**src/rtl/nand_seq_pkg.sv**
```systemverilog
// Shared types and nand_master command codes for the NAND job sequencer.
package nand_seq_pkg;

  typedef enum logic [1:0] {
    JOB_INIT      = 2'd0,
    JOB_READ_ID   = 2'd1,
    JOB_STATUS    = 2'd2,
    JOB_READ_PAGE = 2'd3
  } job_t;

  typedef enum logic [2:0] {
    S_IDLE,
    S_ISSUE,
    S_SETTLE,
    S_WAIT,
    S_EMIT,
    S_DONE,
    S_DRAIN
  } state_t;

  // Command codes as understood by nand_master's cmd_in port.
  localparam logic [7:0] M_NAND_RESET          = 8'h01;
  localparam logic [7:0] M_NAND_READ_ID        = 8'h03;
  localparam logic [7:0] M_NAND_READ           = 8'h06;
  localparam logic [7:0] MI_GET_STATUS         = 8'h08;
  localparam logic [7:0] MI_CHIP_ENABLE        = 8'h09;
  localparam logic [7:0] MI_RESET_INDEX        = 8'h0D;
  localparam logic [7:0] MI_GET_ID_BYTE        = 8'h0E;
  localparam logic [7:0] MI_GET_DATA_PAGE_BYTE = 8'h10;

endpackage

```
**src/rtl/nand_job_rom.sv**
```systemverilog
// Command table: each job is a short setup series, optionally followed by one
// fetch command that is repeated once per streamed byte.
module nand_job_rom
  import nand_seq_pkg::*;
(
  input  job_t       job_type,
  input  logic [1:0] step,
  output logic [7:0] cmd,
  output logic       is_fetch,
  output logic       is_repeat,
  output logic       is_last_setup
);

  always_comb begin
    cmd           = 8'h00;
    is_fetch      = 1'b0;
    is_repeat     = 1'b0;
    is_last_setup = 1'b0;
    case (job_type)
      JOB_INIT: begin
        if (step == 2'd0) begin
          cmd = MI_CHIP_ENABLE;
        end else begin
          cmd           = M_NAND_RESET;
          is_last_setup = 1'b1;
        end
      end
      JOB_READ_ID: begin
        if (step == 2'd0) begin
          cmd           = M_NAND_READ_ID;
          is_last_setup = 1'b1;
        end else begin
          cmd       = MI_GET_ID_BYTE;
          is_fetch  = 1'b1;
          is_repeat = 1'b1;
        end
      end
      JOB_STATUS: begin
        cmd       = MI_GET_STATUS;
        is_fetch  = 1'b1;
        is_repeat = 1'b1;
      end
      default: begin
        case (step)
          2'd0: cmd = MI_RESET_INDEX;
          2'd1: cmd = M_NAND_READ;
          2'd2: begin
            cmd           = MI_RESET_INDEX;
            is_last_setup = 1'b1;
          end
          default: begin
            cmd       = MI_GET_DATA_PAGE_BYTE;
            is_fetch  = 1'b1;
            is_repeat = 1'b1;
          end
        endcase
      end
    endcase
  end

endmodule

```
**src/rtl/nand_job_sequencer.sv**
```systemverilog
// Expands host jobs into nand_master command series and streams fetched bytes.
// out_valid/out_ready: a byte moves on a rising edge where both are high; out_data/out_last hold while stalled.
module nand_job_sequencer
  import nand_seq_pkg::*;
#(
  parameter int ID_BYTES = 5,
  parameter int LEN_W    = 13,
  parameter int TIMEOUT  = 65535
) (
  input  logic             clk,
  input  logic             reset,
  input  logic             job_valid,
  output logic             job_ready,
  input  logic [1:0]       job_type,
  input  logic [LEN_W-1:0] job_len,
  output logic             out_valid,
  input  logic             out_ready,
  output logic [7:0]       out_data,
  output logic             out_last,
  output logic             done,
  output logic             error,
  output logic [7:0]       m_cmd,
  output logic             m_activate,
  output logic [7:0]       m_data_in,
  input  logic             m_busy,
  input  logic [7:0]       m_data_out,
  output state_t           fsm_state
);

  localparam int TW = $clog2(TIMEOUT + 1);

  state_t           state;
  job_t             type_q;
  job_t             job_in;
  logic [1:0]       step;
  logic [LEN_W-1:0] cnt;
  logic [LEN_W-1:0] total;
  logic [LEN_W-1:0] accept_total;
  logic [TW-1:0]    wait_cnt;
  logic [7:0]       cmd_hold;
  logic [7:0]       rom_cmd;
  logic             rom_fetch;
  logic             rom_repeat;
  logic             rom_last_setup;
  logic             last_rep;
  state_t           adv_state;
  logic [1:0]       adv_step;
  logic [LEN_W-1:0] adv_cnt;

  assign job_in = job_t'(job_type);

  nand_job_rom u_rom (
    .job_type      (type_q),
    .step          (step),
    .cmd           (rom_cmd),
    .is_fetch      (rom_fetch),
    .is_repeat     (rom_repeat),
    .is_last_setup (rom_last_setup)
  );

  // Number of fetch repetitions that follow the setup series.
  always_comb begin
    case (job_in)
      JOB_INIT:    accept_total = '0;
      JOB_READ_ID: accept_total = LEN_W'(ID_BYTES);
      JOB_STATUS:  accept_total = LEN_W'(1);
      default:     accept_total = job_len;
    endcase
  end

  assign last_rep = (cnt == total - LEN_W'(1));

  // Where to go once the current command has fully completed.
  always_comb begin
    adv_state = S_ISSUE;
    adv_step  = step;
    adv_cnt   = cnt;
    if (rom_repeat) begin
      if (last_rep) adv_state = S_DONE;
      else          adv_cnt   = cnt + LEN_W'(1);
    end else if (rom_last_setup && total == '0) begin
      adv_state = S_DONE;
    end else begin
      adv_step = step + 2'd1;
    end
  end

  always_ff @(posedge clk or posedge reset) begin
    if (reset) begin
      state     <= S_DRAIN;
      type_q    <= JOB_INIT;
      step      <= '0;
      cnt       <= '0;
      total     <= '0;
      wait_cnt  <= '0;
      cmd_hold  <= '0;
      out_valid <= 1'b0;
      out_data  <= '0;
      out_last  <= 1'b0;
      done      <= 1'b0;
      error     <= 1'b0;
    end else begin
      done <= 1'b0;
      case (state)
        S_DRAIN: if (!m_busy) state <= S_IDLE;
        S_IDLE: begin
          if (job_valid) begin
            type_q <= job_in;
            total  <= accept_total;
            step   <= '0;
            cnt    <= '0;
            error  <= 1'b0;
            state  <= S_ISSUE;
          end
        end
        S_ISSUE: begin
          cmd_hold <= rom_cmd;
          state    <= S_SETTLE;
        end
        // The master raises busy a cycle after activate, so it is not looked at here.
        S_SETTLE: begin
          wait_cnt <= '0;
          state    <= S_WAIT;
        end
        S_WAIT: begin
          if (!m_busy) begin
            if (rom_fetch) begin
              out_data  <= m_data_out;
              out_valid <= 1'b1;
              out_last  <= last_rep;
              state     <= S_EMIT;
            end else begin
              state <= adv_state;
              step  <= adv_step;
              cnt   <= adv_cnt;
              done  <= (adv_state == S_DONE);
            end
          end else if (wait_cnt == TW'(TIMEOUT - 1)) begin
            error <= 1'b1;
            done  <= 1'b1;
            state <= S_DRAIN;
          end else begin
            wait_cnt <= wait_cnt + TW'(1);
          end
        end
        S_EMIT: begin
          if (out_ready) begin
            out_valid <= 1'b0;
            out_last  <= 1'b0;
            state     <= adv_state;
            step      <= adv_step;
            cnt       <= adv_cnt;
            done      <= (adv_state == S_DONE);
          end
        end
        S_DONE:  state <= S_IDLE;
        default: state <= S_DRAIN;
      endcase
    end
  end

  assign job_ready  = (state == S_IDLE);
  assign m_activate = (state == S_ISSUE);
  assign m_cmd      = (state == S_ISSUE) ? rom_cmd : cmd_hold;
  assign m_data_in  = 8'h00;
  assign fsm_state  = state;

endmodule

```
**config.mk**
```make
export PLATFORM = sky130hd
export DESIGN_NAME = nand_job_sequencer
export DESIGN_NICKNAME = d
export VERILOG_FILES = /design/src/rtl/nand_seq_pkg.sv /design/src/rtl/nand_job_rom.sv /design/src/rtl/nand_job_sequencer.sv
export SDC_FILE = /design/constraint.sdc
export NUM_CORES = 1
export LEC_CHECK = 0
export ABC_AREA = 1
export CAP_MARGIN = 25
export CORE_MARGIN = 2
export CORE_UTILIZATION = 30
export CTS_BUF_LIST = sky130_fd_sc_hd__clkbuf_4 sky130_fd_sc_hd__clkbuf_8
export CTS_CLUSTER_SIZE = 8
export DETAILED_ROUTE_END_ITERATION = 10
export PLACE_DENSITY = 0.58
export RECOVER_POWER = 100
export SYNTH_ARGS = -nofsm -noshare
export SYNTH_HDL_FRONTEND = slang
export SYNTH_SLANG_ARGS = --single-unit
```
**constraint.sdc**
```tcl
create_clock -name clk -period 2.9 [get_ports clk]
set_input_delay 0.435 -clock clk [delete_from_list [all_inputs] [get_ports clk]]
set_output_delay 0.435 -clock clk [all_outputs]
set_load 0.02 [all_outputs]
```
==> metrics.csv <==
metric,value,unit
result of the run,"finished, violations left",
failing checks,"max-capacitance violations, max-slew violations",
post-layout instance count excluding filler cells,807,
share of post-route cells with drive strength above 1,8.29,%
number of violations of the max-capacitance limit,1,
antenna-violating nets left,0,
source-to-sink clock delay at the later pin of the worst-skew pair,0.37,ns
HPWL after detailed placement,7700,um
all-layer global routing usage,14.7,%
buffers inserted by post-CTS timing repair,0,
maximum number of pins on one net before global-route repair,70,
H-tree depth reported by CTS,3,
most frequently used cell type in the post-synthesis netlist,sky130_fd_sc_hd__nand2_1,
first-iteration detailed-routing DRC count,209,
simple-gate share of the synthesized area,33.8,%
TritonCTS sink count,69,
Cells after DPL,791,
combined area of all synthesized cells,0.00425,mm^2
clock input transition at the sequential cells of the worst setup and hold paths,0.08,ns
Die Ht,123,um
proportion of total power due to net switching,46.8,%
site row count,43,
endpoint of the worst hold-timing path,cmd_hold[5],
CTS tree,yes,
Layout fillers,1461,
worst hold path cell count,2,
"Primary FF master, synth",sky130_fd_sc_hd__dfrtp_1,
fin crit share,93.7,%
number of vias per cell after detailed routing,4.67,
CTS Buffer Depth,2,
instance count of the mapped netlist,566,
wire length of the first global-routing pass,17600,um
Worst Path Max Fanout,4,
number of placed I/O pins,61,
largest cells by area after synthesis,"sky130_fd_sc_hd__dfrtp_1 (39%), sky130_fd_sc_hd__nand2_1 (12%), sky130_fd_sc_hd__inv_1 (6.0%), sky130_fd_sc_hd__nand3_1 (5.5%), sky130_fd_sc_hd__nor2_1 (5.3%)",
clock network fraction of total power,16.4,%
beginning of the worst register-to-register path,fsm_state[1],
routed vias,3765,
complex-gate fraction of the synthesized area,7.98,%
post-layout net count,661,
fraction of synthesized area in multiplexers,2.12,%
Crit Path Class,reg -> out,
Comb power frac,52.3,%
worst reg2reg path depth,10,
area used by sequential logic in the layout,0.00173,mm^2
Core ar.,0.0139,mm^2
Yosys warning total,0,
vias in the first global route,3727,
setup slack of the worst register-to-register path,0.30,ns
DRC violations left,0,
detail-routed net length per standard cell,12.7,um
switching power,2130,uW
total congestion overflow,0,
leakage dissipation,0.00238,uW
peak clock frequency supported by timing,368,MHz
data required time of the worst path,2.47,ns
initial core utilization,30.6,%
post-synthesis adder-cell area fraction,3.24,%
total wire length after detailed routing,10300,um
clock buffer count from CTS,9,
number of flip-flops and latches in the synthesized netlist,69,
combinational family with the most area after synthesis,simple AND/OR/NAND/NOR gates,
number of hold violations in the final report,0,
antenna violations before repair,0,
critical hold path startpoint,cmd_hold[5],
share of synthesized flip-flops with an asynchronous set or reset,100,%
Syn-to-layout area delta,19.3,%
Die W,123,um
placer's final routability congestion estimate,0.878,
worst-case vdd ir drop,0.229,mV
top cell type's share of synthesized area,39.4,%
HP Class,reg -> reg,
buffers added on ports,52,
Internal Power,2430,uW
antenna diode instance count,0,
number of pins exceeding their max-slew limit in the final report,70,
number of search-and-repair iterations in the first detailed-routing pass,4,
area of the multi-input gates,0.00211,mm^2
endpoint of the worst-slack reg-to-reg timing path,wait_cnt[14],
final worst setup slack,0.182,ns
most used standard cells in the synthesized netlist,"sky130_fd_sc_hd__nand2_1 (141), sky130_fd_sc_hd__inv_1 (68), sky130_fd_sc_hd__dfrtp_1 (67), sky130_fd_sc_hd__nor2_1 (60), sky130_fd_sc_hd__nand3_1 (47)",
Clock Skews,0.00748,ns
sequential area share after synthesis,40.7,%
arrival time of the worst setup path,2.28,ns
Tmin final,2.72,ns
post-synth cell types,42,
Max-slew headroom,-16.7,%
relative contribution of sequential cells to total power,31.3,%
Power per Cell Area,900,mW/mm^2
measured slew at the worst slew-check pin,1.75,ns
worst slack on hold paths,0.481,ns
critical path launch point type,flip-flop,
post-synthesis share of cell area spent on xor and xnor gates,2.59,%
top cell type by total area after synthesis,sky130_fd_sc_hd__dfrtp_1,
per-instance average area after synthesis,7.51,um^2
clock root cell,sky130_fd_sc_hd__clkbuf_8,
unrepaired setup endpoints after global routing,false,
number of enable flip-flop cells after synthesis,0,
capturing element type of the critical path,output port,
floorplan die area,0.0151,mm^2
total setup violations reported at the end of the flow,0,
final total negative setup slack,0,ns
Post-Place Setup Slack,0.371,ns
==> critical path: stages (launching register included) <==
cell and delay [ns]:
sky130_fd_sc_hd__dfrtp_1 0.41, sky130_fd_sc_hd__inv_1 0.11, sky130_fd_sc_hd__ha_1 0.25, sky130_fd_sc_hd__o21ai_2 0.20, sky130_fd_sc_hd__nand2_1 0.07, sky130_fd_sc_hd__o21ai_0 0.23, sky130_fd_sc_hd__clkdlybuf4s50_1 0.65
==> final cells by class <==
class | instances | share of cell area [%]
Clock buffer | 13 | 3.16
Clock inverter | 3 | 0.420
Inverter | 76 | 5.63
Multi-Input combinational cell | 410 | 41.6
Sequential cell | 69 | 34.1
Tap cell | 180 | 4.44
Timing Repair Buffer | 56 | 10.6
==> what timing repair did <==
action	4_1_cts	5_1_grt
resized for setup	1	1
endpoints found under the setup margin	1	1
hold buffers	0	0
==> per-layer routing <==
metal | vias up | wire length (um) | global-route usage, %
met5 | - | 0 | 0
met4 | 0 | 147 | 6.46
met3 | 10 | 296 | 2.86
met2 | 56 | 5090 | 24.4
met1 | 1786 | 4720 | 18.6
li1 | 1913 | - | -
==> metrics by stage <==
step / utilization, % / total power, uW / area (um^2)
2_1_floorplan: - / 3260 / 4280
3_3_place_gp: 35.6 / 3900 / 4940
4_1_cts: 36.9 / 4700 / 5120
6_report: 36.5 / 4560 / 5070
3_5_place_dp: 35.6 / 3940 / 4940
5_1_grt: 36.5 / 4980 / 5070
==> cell families (layout without fill, tap and decap cells) <==
| group | Yosys count | count (layout) |
|---|---|---|
| and+or+nand+nor | 310 | 310 |
| buffers and inverters | 94 | 148 |
| DFF | 69 | 69 |
| AOI/OAI and AO/OA | 62 | 62 |
| adders and majority gates | 11 | 11 |
| xor gates and xnor gates | 11 | 11 |
| muxes | 8 | 8 |
| other | 1 | 8 |
==> worst max-delay path by stage <==
stage,start,endpoint
floorplan,fsm_state[2],m_cmd[1]
global placement,step[0],m_cmd[3]
detailed placement,step[0],m_cmd[3]
CTS,step[0],m_cmd[2]
global route,fsm_state[1],cnt[3]
finish,step[0],m_cmd[2]
==> registers in the layout (all words and copies together), names as in the netlist, 2 cells and up <==
name       flops
cnt           13
fsm_state      3
type_q         2
wait_cnt      16
out_data       8
cmd_hold       8
total         13
step           2
==> power by group through the flow <==
| stage | sequential [uW] | clock, uW | combinational, uW |
|---|---|---|---|
| after floorplan | 1480 | 0 | 1780 |
| after global placement | 1440 | 0 | 2460 |
| after detailed placement | 1450 | 0 | 2490 |
| after CTS | 1440 | 769 | 2490 |
| after global routing | 1460 | 811 | 2700 |
| final | 1430 | 750 | 2380 |
==> cell usage in the layout (no fill, tap or decap), types with 11 or more instances in the layout <==
cell                              Yosys  final
sky130_fd_sc_hd__nand2_1            141    143
sky130_fd_sc_hd__inv_1               68     69
sky130_fd_sc_hd__dfrtp_1             67     67
sky130_fd_sc_hd__nor2_1              60     65
sky130_fd_sc_hd__nand3_1             47     47
sky130_fd_sc_hd__o21ai_0             34     34
sky130_fd_sc_hd__clkdlybuf4s50_1      0     29
sky130_fd_sc_hd__dlygate4sd3_1        0     22
sky130_fd_sc_hd__a21oi_1             19     19
sky130_fd_sc_hd__nor3_1              16     16
sky130_fd_sc_hd__ha_1                11     11
Power figures use the tool's default switching activity.
